[src/rtl/video_pkg.sv]
// Shared video constants and types for the pixel path.
// PIXEL_PACKED24_EN selects packed 24bpp (PB=24); otherwise RGBX 32bpp (PB=32).
package video_pkg;

    localparam int unsigned PIXFIFO_W = 64;
    localparam int unsigned RGB_W     = 24;
    localparam int unsigned ACC_W     = 128;
    localparam int unsigned LVL_W     = 8;

`ifdef PIXEL_PACKED24_EN
    localparam int unsigned PB = 24;
`else
    localparam int unsigned PB = 32;
`endif

    typedef struct packed {
        logic [7:0] r;
        logic [7:0] g;
        logic [7:0] b;
    } rgb_t;

endpackage

[src/rtl/pixel_word_unpacker.sv]
// Unpacks 64-bit FIFO words into one RGB pixel per accepted cycle, with underflow tracking.
// Pixel format chosen at compile time by PIXEL_PACKED24_EN (see video_pkg).
module pixel_word_unpacker
    import video_pkg::*;
#(
    parameter logic [RGB_W-1:0] UNDERFLOW_RGB = 24'hFF00FF,
    parameter int unsigned      CNT_W         = 16
) (
    input  logic                 clk_i,
    input  logic                 rst_i,
    input  logic                 flush_i,
    input  logic                 pixfifo_empty_i,
    output logic                 pixfifo_req_o,
    input  logic [PIXFIFO_W-1:0] pixfifo_word_i,
    input  logic                 pix_ready_i,
    output logic                 pix_valid_o,
    output logic [RGB_W-1:0]     pix_o,
    output logic                 underflow_o,
    output logic [CNT_W-1:0]     underflow_cnt_o
);

    localparam logic [LVL_W-1:0] PbLvl   = LVL_W'(PB);
    localparam logic [LVL_W:0]   WordLvl = (LVL_W + 1)'(PIXFIFO_W);

    logic [ACC_W-1:0] acc_q, acc_d, acc_shift;
    logic [LVL_W-1:0] lvl_q, lvl_d, lvl_c;
    logic             infl_q, infl_d;
    logic             uf_q, uf_d;
    logic [CNT_W-1:0] cnt_q, cnt_d;
    logic             consume, underflow;
    logic [LVL_W:0]   occupancy;
    rgb_t             px;

    always_comb begin
        occupancy     = {1'b0, lvl_q} + (infl_q ? WordLvl : '0);
        pixfifo_req_o = !rst_i && !pixfifo_empty_i && !flush_i && (occupancy <= WordLvl);
        pix_valid_o   = (lvl_q >= PbLvl);
        px            = acc_q[RGB_W-1:0];
        pix_o         = pix_valid_o ? px : UNDERFLOW_RGB;
        underflow_o     = uf_q;
        underflow_cnt_o = cnt_q;
    end

    always_comb begin
        consume   = pix_ready_i && pix_valid_o;
        underflow = pix_ready_i && !pix_valid_o;
        acc_shift = consume ? (acc_q >> PB) : acc_q;
        lvl_c     = consume ? (lvl_q - PbLvl) : lvl_q;

        acc_d  = acc_shift;
        lvl_d  = lvl_c;
        infl_d = pixfifo_req_o;
        uf_d   = uf_q;
        cnt_d  = cnt_q;

        // Bits above lvl are kept zero, so the incoming word can simply be OR-ed in.
        if (infl_q) begin
            acc_d = acc_shift | ({{(ACC_W - PIXFIFO_W){1'b0}}, pixfifo_word_i} << lvl_c);
            lvl_d = lvl_c + LVL_W'(PIXFIFO_W);
        end

        if (underflow) begin
            uf_d = 1'b1;
            if (cnt_q != {CNT_W{1'b1}}) begin
                cnt_d = cnt_q + 1'b1;
            end
        end

        if (flush_i) begin
            acc_d  = '0;
            lvl_d  = '0;
            infl_d = 1'b0;
            uf_d   = 1'b0;
            cnt_d  = '0;
        end
    end

    always_ff @(posedge clk_i or posedge rst_i) begin
        if (rst_i) begin
            acc_q  <= '0;
            lvl_q  <= '0;
            infl_q <= 1'b0;
            uf_q   <= 1'b0;
            cnt_q  <= '0;
        end else begin
            acc_q  <= acc_d;
            lvl_q  <= lvl_d;
            infl_q <= infl_d;
            uf_q   <= uf_d;
            cnt_q  <= cnt_d;
        end
    end

endmodule

[config.mk]
export PLATFORM = sky130hd
export DESIGN_NAME = pixel_word_unpacker
export DESIGN_NICKNAME = d
export VERILOG_FILES = /design/src/rtl/video_pkg.sv /design/src/rtl/pixel_word_unpacker.sv
export SDC_FILE = /design/constraint.sdc
export NUM_CORES = 1
export LEC_CHECK = 0
export BUFFER_PORTS_ARGS = -buffer_cell sky130_fd_sc_hd__buf_4
export CAP_MARGIN = 20
export CORE_UTILIZATION = 56
export DETAILED_ROUTE_END_ITERATION = 6
export PLACE_DENSITY = 0.83
export SYNTH_ARGS = -nofsm -noshare
export SYNTH_HDL_FRONTEND = slang
export SYNTH_SLANG_ARGS = --single-unit
[constraint.sdc]
create_clock -name clk_i -period 4.4 [get_ports clk_i]
set_input_delay 0.44 -clock clk_i [delete_from_list [all_inputs] [get_ports clk_i]]
set_output_delay 0.44 -clock clk_i [all_outputs]
set_load 0.05 [all_outputs]
; After elaboration in Yosys (flattened, before gate mapping)
; Cells that the tools add are included.
[totals]
in_bits = 69
register_bits = 154
wordCells = 40
[classes]
n_addsub = 4
mux = 14
n_bitwise = 1
n_reduce_logical = 12
n_eq_ne = 1
magnitude_cmp = 2
n_shift = 1
[op_table]
columns = operator, n
row1 = $mux 128, 3
row2 = $or 128x128->128, 1
row3 = $shl 64x8->128, 1
row4 = $mux 16, 3
row5 = $mux 24, 1
row6 = $mux 8, 3
row7 = $add 16x1->16 const B, 1
row8 = $ne 16x16->1 const B, 1
row9 = $add 8x7->9, 1
row10 = $le 9x7->1 const B, 1
row11 = $add 8x7->8 const B, 1
row12 = $ge 8x6->1 const B, 1
row13 = $sub 8x6->8 const B, 1
row14 = $mux 7, 1
row15 = $logic_and 1x1->1, 5
row16 = $logic_not 1->1, 4
row17 = $reduce_bool 2->1, 2
row18 = $mux 1, 3
row19 = $reduce_and 2->1, 1

; Longest topological paths before layout
; Gate-level depths: netlist (run 1).
[depth]
ltp_word = 7
mapped_depth = 9

; Least setup slack after synthesis (run 1)
; Ideal clock, no wire load.
[synth_timing]
path_type = register to output
from = reg lvl_q[6]
to = out pixfifo_req_o
stages_incl_launch_ff = 7
setup_slack_ns = 1.305
arrival_ns = 2.655
required_time_ns = 3.960
cell_sequence = dfrtp_1 > ha_1 > inv_1 > ha_1 > nor3_1 > mux2i_1 > nor4_1
[synth_via]
elab_chain_cells = 3
[synth_lines]
columns = element, line_no
row1 = from (decl), pixel_word_unpacker.sv:26  ; logic [LVL_W-1:0] lvl_q, lvl_d, lvl_c;
row2 = from (signal assigned), pixel_word_unpacker.sv:87  ; lvl_q <= lvl_d;
row3 = $add 8x7->9, pixel_word_unpacker.sv:35  ; occupancy = {1'b0, lvl_q} + (infl_q ? WordLvl : '0);
row4 = $le 9x7->1, pixel_word_unpacker.sv:36  ; pixfifo_req_o = !rst_i && !pixfifo_empty_i && !flush_i && (occupancy <= WordLvl);
row5 = $logic_and 1x1->1, pixel_word_unpacker.sv:36
row6 = to (decl), pixel_word_unpacker.sv:13  ; output logic pixfifo_req_o,
; Every way passes these cells.

; Worst setup path in the final report (run 1)
[layout_timing]
from = reg lvl_q[6]
to = reg acc_q[75]
[layout_via]
elab_chain_cells = 7
elab_cells_between_ends = 9
classes_between = add/sub: 1 / order compare: 1 / shift: 1 / mux: 4 / bitwise: 1 / reduce/logical: 1
[layout_lines]
columns = element, line_no
row1 = $ge 8x6->1, pixel_word_unpacker.sv:37  ; pix_valid_o = (lvl_q >= PbLvl);
row2 = $logic_and 1x1->1, pixel_word_unpacker.sv:45  ; consume = pix_ready_i && pix_valid_o;
row3 = $mux 8, pixel_word_unpacker.sv:48  ; lvl_c = consume ? (lvl_q - PbLvl) : lvl_q;
row4 = $shl 64x8->128, pixel_word_unpacker.sv:58  ; acc_d = acc_shift | ({{(ACC_W - PIXFIFO_W){1'b0}}, pixfifo_word_i} << lvl_c);
row5 = $or 128x128->128, pixel_word_unpacker.sv:58
row6 = $mux 128 (*), pixel_word_unpacker.sv:57  ; if (infl_q) begin
row7 = $mux 128 (*), pixel_word_unpacker.sv:69  ; if (flush_i) begin
row8 = net acc_d[75], pixel_word_unpacker.sv:25  ; logic [ACC_W-1:0] acc_q, acc_d, acc_shift;
row9 = to (signal assigned), pixel_word_unpacker.sv:80  ; acc_q <= '0;
row10 = to (signal assigned), pixel_word_unpacker.sv:86  ; acc_q <= acc_d;
row11 = to (decl), pixel_word_unpacker.sv:25
; The timed path passes the listed nets; every way through them passes the cells marked *.
; A chain may end at the register's enable or synchronous reset.

==> run summary, run 1 <==
leakage power: 3.61 nW
Switching Fraction: 0.394
Final setup viols: 0
Post-synth top cells: dfrtp_1, mux2i_1, o22ai_1
synth warn: 0
CTS clock-pin slew for the worst setup and hold paths: 60 ps
Reg2Reg Depth: 8
metal3 WL: 1110 um
initial antenna violation count: 0
PortBufs: 95
Synth cell types: 52
Tot GR Track Use: 0.297
asr flop ratio synth: 1.00
fin nets: 706
routability cong.: 0.840
Critical Path RT: 4740 ps
Worst Min Path Start: pixfifo_empty_i
hold path cells: 2
vias post-DR: 5006
FF+latch count, synth: 117
synthesized instance count: 549
DP HPWL: 9200 um
peak supply drop: 0.330 mV
most numerous cell in the Yosys netlist: dfrtp_1
max_cap viols: 0
outcome: completed
Fillers: 722
Post-synth EDFFs: 0
Critical R2R Launch: lvl_q[6]$_DFF_PP0_
mux contribution to synthesized area: 0.165
routed len/inst: 20.1 um
area leader, netlist: dfrtp_1
Layout area overhead: 24.1%
critical path data arrival time: 3750 ps
Comb pwr share: 0.397
clock insertion delay at the later pin of the skew report: 520 ps
top layer in use: met4
register area share after synthesis: 0.487
Clock power frac: 0.332
initial core utilization: 0.579
Synth Area in XOR/XNOR: 0.00146
vias per cell: 6.42
crit path kind: reg -> reg
layout cells sized above 1: 0.238
crit end category: flip-flop
area fraction of the dominant cell type after synthesis: 0.487
simple-gate portion of the synthesized area: 0.105
fin. max-slew vios: 0
Critical Path Fanout Max: 39
I/O pins: 112
Slew headroom: 0.287
period utilization: 0.773
Final Hold Viols: 0
FP Rows: 37
DP Cell Count: 748
Root Driver: clkbuf_8
DRC Markers: 0
worst hold path type: in -> reg
Power Density: 609 nW/um^2
Pre-antenna DRT Iters: 5
Syn Std Cell Area: 6010 sq um
H-tree depth: 4
Die Ht: 106 um
CTS Buf Count: 17
initial DRC count: 380
die width: 106 um
Non-Filler Instances: 780
first-pass GRT wire length: 25700 um
Worst Tran Pin Value: 1070 ps
Critical Path Source: lvl_q[6]$_DFF_PP0_
core area: 10400 sq um
Compound-Gate Fraction of Synth Area: 0.183
ANT cells: 0
final wirelength: 15700 um
die area: 11100 sq um
Post-CTS Resized: 0
Highest Clock Rate: 0.294 GHz
total gr overflow: 0
RSZ-0062 raised after global routing: no
average size of a mapped cell: 10.9 sq um
NetSw: 0.00179 W
largest family of logic cells by synthesized area: compound AO/OA/AOI/OAI gates
Worst setup SP type: flip-flop
internal power component: 0.00275 W
post-CTS setup repair buffer count: 0
DR WL met2: 8000 um
Final Skew: 6.27 ps
Synth Area in Adders: 0.0125
Routed Antenna Nets: 0
setup_tns: 0 ps
CTS Hold Buffers Added: 0
largest net degree at the start of global routing: 91
net count after synthesis: 624
vias in the first global route: 5072
CTS tree: yes
worst-case clock buffer depth: 2
synth top area cells: dfrtp_1, mux2i_1, o22ai_1
ys flop type: dfrtp_1
met1 wire length: 6320 um
Final min period: 3400 ps
sequential share of power: 0.271
clk sink count: 117
## sequential cells by signal, indices dropped and copies added, names as in the netlist
name	cells
acc_q	96
underflow_cnt_o	16
underflow_o	1
infl_q	1
lvl_q	3
## cell usage in the layout (no fill, tap or decap), types with 6 or more instances in the layout
cell and instances:
dfrtp_1 117, buf_4 105, mux2i_1 98, o22ai_1 48, nand2_1 33, o21ai_0 27
a22oi_1 24, o2bb2ai_1 24, nand2b_1 18, clkbuf_16 16, a21oi_1 9, and2_1 9
inv_1 8, nand3_1 7, nor2_1 7, nand4_1 6, or3_1 6, ha_1 6
## kinds of logic after synthesis
family / after synthesis
buffers and inverters: 53
xor gates and xnor gates: 1
and+or+nand+nor: 113
adders and majority gates: 6
DFF: 117
AOI/OAI and AO/OA: 160
muxes: 99
## cell type report
| type | instances | area, sq um | area share |
|---|---|---|---|
| Tap cell | 136 | 170 | 0.0228 |
| Clock inverter | 12 | 200 | 0.0268 |
| Timing Repair Buffer | 106 | 808 | 0.108 |
| Multi-Input combinational cell | 379 | 2870 | 0.384 |
| Clock buffer | 20 | 445 | 0.0597 |
| Inverter | 10 | 40.0 | 0.00537 |
| Sequential cell | 117 | 2930 | 0.393 |
## per-layer routing
metal	track usage	up-vias
met5	0	-
met4	0.106	0
met3	0.0526	29
met2	0.506	245
met1	0.380	2474
li1	-	2258
## worst paths after layout
path,end,slack [ps]
worst min-delay path,infl_q$_DFF_PP0_,90
worst max register to register,acc_q[75]$_DFF_PP0_,1000
worst min register to register,acc_q[100]$_DFF_PP0_,480
worst max-delay path,acc_q[75]$_DFF_PP0_,1000
min in group asynchronous,underflow_cnt_o[0]$_DFFE_PP0P_,170
max in group asynchronous,acc_q[54]$_DFF_PP0_,3160
## power by group through the flow
stage,Combinational (W),Sequential [W],Clock (W)
final,0.00180,0.00123,0.00151
after global routing,0.00190,0.00124,0.00156
after detailed placement,0.00179,0.00125,0
after global placement,0.00177,0.00124,0
after CTS,0.00180,0.00123,0.00151
after floorplan,0.00131,0.00125,0
## metrics by stage
step / utilization / setup slack, ps / total power [W] / cell area [sq um] / hold slack (ps)
finish: 0.719 / 998 / 0.00454 / 7460 / 91.4
global route: 0.719 / 806 / 0.00470 / 7460 / 90.8
CTS: 0.719 / 1020 / 0.00454 / 7460 / 76.4
detailed placement: 0.657 / 1050 / 0.00303 / 6810 / 470
global placement: 0.657 / 1140 / 0.00300 / 6810 / 462
floorplan: - / 859 / 0.00256 / 6010 / 449
## critical path: stages, from the launching register on
cell,delay (ps)
dfrtp_1,530
inv_1,170
ha_1,270
nor4_4,470
inv_2,440
nand2_4,590
buf_12,360
mux2i_1,270
o22ai_1,110
Note: power is estimated with default switching activity, not from simulation.
==> run 2, diff against run 1 <==
- ABC_AREA: not set -> 1
- CORE_UTILIZATION: 56 -> 57
- PLACE_DENSITY: 0.83 -> 0.84
- clock period: 4.4 -> 3.5 ns (I/O delays scaled with it)
==> run summary, run 2 <==
outcome: completed
core area: 11400 sq um
I/O pins: 112
first-pass GRT wire length: 26600 um
peak supply drop: 0.515 mV
synth top area cells: dfrtp_1, nand2_1, a21oi_1
Critical Path Fanout Max: 17
Final min period: 2750 ps
average size of a mapped cell: 7.45 sq um
Pre-antenna DRT Iters: 6
Post-CTS Resized: 0
Layout area overhead: 20.4%
synthesized instance count: 895
total gr overflow: 0
FF+latch area: 2930 sq um
area leader, netlist: dfrtp_1
fin. max-slew vios: 0
Post-synth top cells: nand2_1, dfrtp_1, a21oi_1
initial core utilization: 0.584
Root Driver: clkbuf_16
synth warn: 0
fin nets: 1043
worst hold path type: in -> async
Critical R2R Launch: lvl_q[6]$_DFF_PP0_
vias per cell: 5.46
setup_tns: 0 ps
Final Hold Viols: 0
WP buf/inv: 4
Final Skew: 10.7 ps
Worst setup SP type: flip-flop
worst path cell trace: inv_1, ha_1, nor2_1, nand2_2, nand3_2, nand2_2, buf_4, inv_1, buf_4, nand2_1, nand3_1, a21oi_1
leakage power: 4.22 nW
CTS clock-pin slew for the worst setup and hold paths: 60 ps
Top reg by flops: acc_q
die width: 110 um
Worst path slowest cell: dfrtp_1
net count after synthesis: 970
Worst Tran Pin Value: 784 ps
initial antenna violation count: 0
CTS tree: yes
RSZ-0062 raised after global routing: no
max incr delay on CP: 410 ps
Fillers: 932
commonest non-fill, non-tap cell in the layout: nand2_1
Critical Path Source: lvl_q[6]$_DFF_PP0_
final core occ: 0.702
final wirelength: 16500 um
Multi-input gate area: 3210 sq um
period utilization: 0.785
PortBufs: 95
post-CTS setup repair buffer count: 0
layout cells sized above 1: 0.157
crit-path leading delay family: simple AND/OR/NAND/NOR gates
DP HPWL: 9990 um
FF+latch count, synth: 117
initial DRC count: 472
Post-synth EDFFs: 0
die area: 12100 sq um
most numerous cell in the Yosys netlist: nand2_1
DRC Markers: 0
Syn Std Cell Area: 6660 sq um
CTS Buf Count: 17
ANT cells: 0
max_cap viols: 0
asr flop ratio synth: 1.00
Tot GR Track Use: 0.288
max FFs per register: 96
most frequent cells in the layout: nand2_1, dfrtp_1, buf_4
crit end category: flip-flop
register area share after synthesis: 0.439
ys flop type: dfrtp_1
vias in the first global route: 5728
FP Rows: 39
Die Ht: 110 um
routed len/inst: 14.7 um
Routed Antenna Nets: 0
CTS Hold Buffers Added: 0
vias post-DR: 6123
Synth cell types: 32
routability cong.: 0.839
worst-case clock buffer depth: 2
largest net degree at the start of global routing: 121
Highest Clock Rate: 0.364 GHz
Slew headroom: 0.478
Critical Path RT: 3780 ps
Final setup viols: 0
area fraction of the dominant cell type after synthesis: 0.439
crit path kind: reg -> reg
clock insertion delay at the later pin of the skew report: 420 ps
critical path data arrival time: 3030 ps
clk sink count: 117
H-tree depth: 4
Power Density: 807 nW/um^2
[run 2: power breakdown]
part           switching, W  total (W)  internal, W
logic               0.00223    0.00314     0.000910
registers         0.0000954    0.00163      0.00154
clock network      0.000577    0.00170      0.00113
total               0.00290    0.00647      0.00357
[run 2: layout make-up]
type / instances / area share
Clock inverter: 4 / 0.00873
Timing Repair Buffer: 107 / 0.107
Clock buffer: 25 / 0.0630
Sequential cell: 117 / 0.365
Multi-Input combinational cell: 653 / 0.400
Inverter: 72 / 0.0340
Tap cell: 143 / 0.0223
[run 2: per-layer routing]
layer	track usage	up-vias	routed length, um
met5	0	-	0
met1	0.366	2835	7040
met3	0.0670	35	1130
li1	-	3028	-
met4	0.117	0	402
met2	0.476	225	7900
[run 2: cells by family after synthesis]
| logic type | synth area share |
|---|---|
| XOR/XNOR | 0.00657 |
| AND/OR/NAND/NOR | 0.279 |
| multiplexers | 0.0721 |
| adder cells (fa/ha/maj) | 0.0113 |
| buffers and inverters | 0.0811 |
| AO/OA/AOI/OAI | 0.110 |
| flip-flops | 0.439 |
[run 2: through the flow]
stage          setup slack, ps  instances  power (W)  area, sq um  hold WS (ps)
3_3_place_gp               827       1091    0.00472         7420           476
2_1_floorplan             49.2        895    0.00397         6660           510
4_1_cts                    739       1120    0.00646         7990           123
5_1_grt                    576       1121    0.00686         8020           151
6_report                   753       1121    0.00647         8020          85.9
3_5_place_dp               765       1091    0.00475         7420           481
[run 2: worst paths after layout]
path                                                        end  slack [ps]  cells after the start
worst max-delay path                        acc_q[71]$_DFF_PP0_         750                     12
worst min register to register          underflow_o$_DFFE_PP0P_         490                      1
max in group asynchronous                   acc_q[21]$_DFF_PP0_        2620                      3
min in group clk_i                             infl_q$_DFF_PP0_         260                      4
worst max register to register              acc_q[71]$_DFF_PP0_         750                     12
worst min-delay path            underflow_cnt_o[11]$_DFFE_PP0P_          90                      2
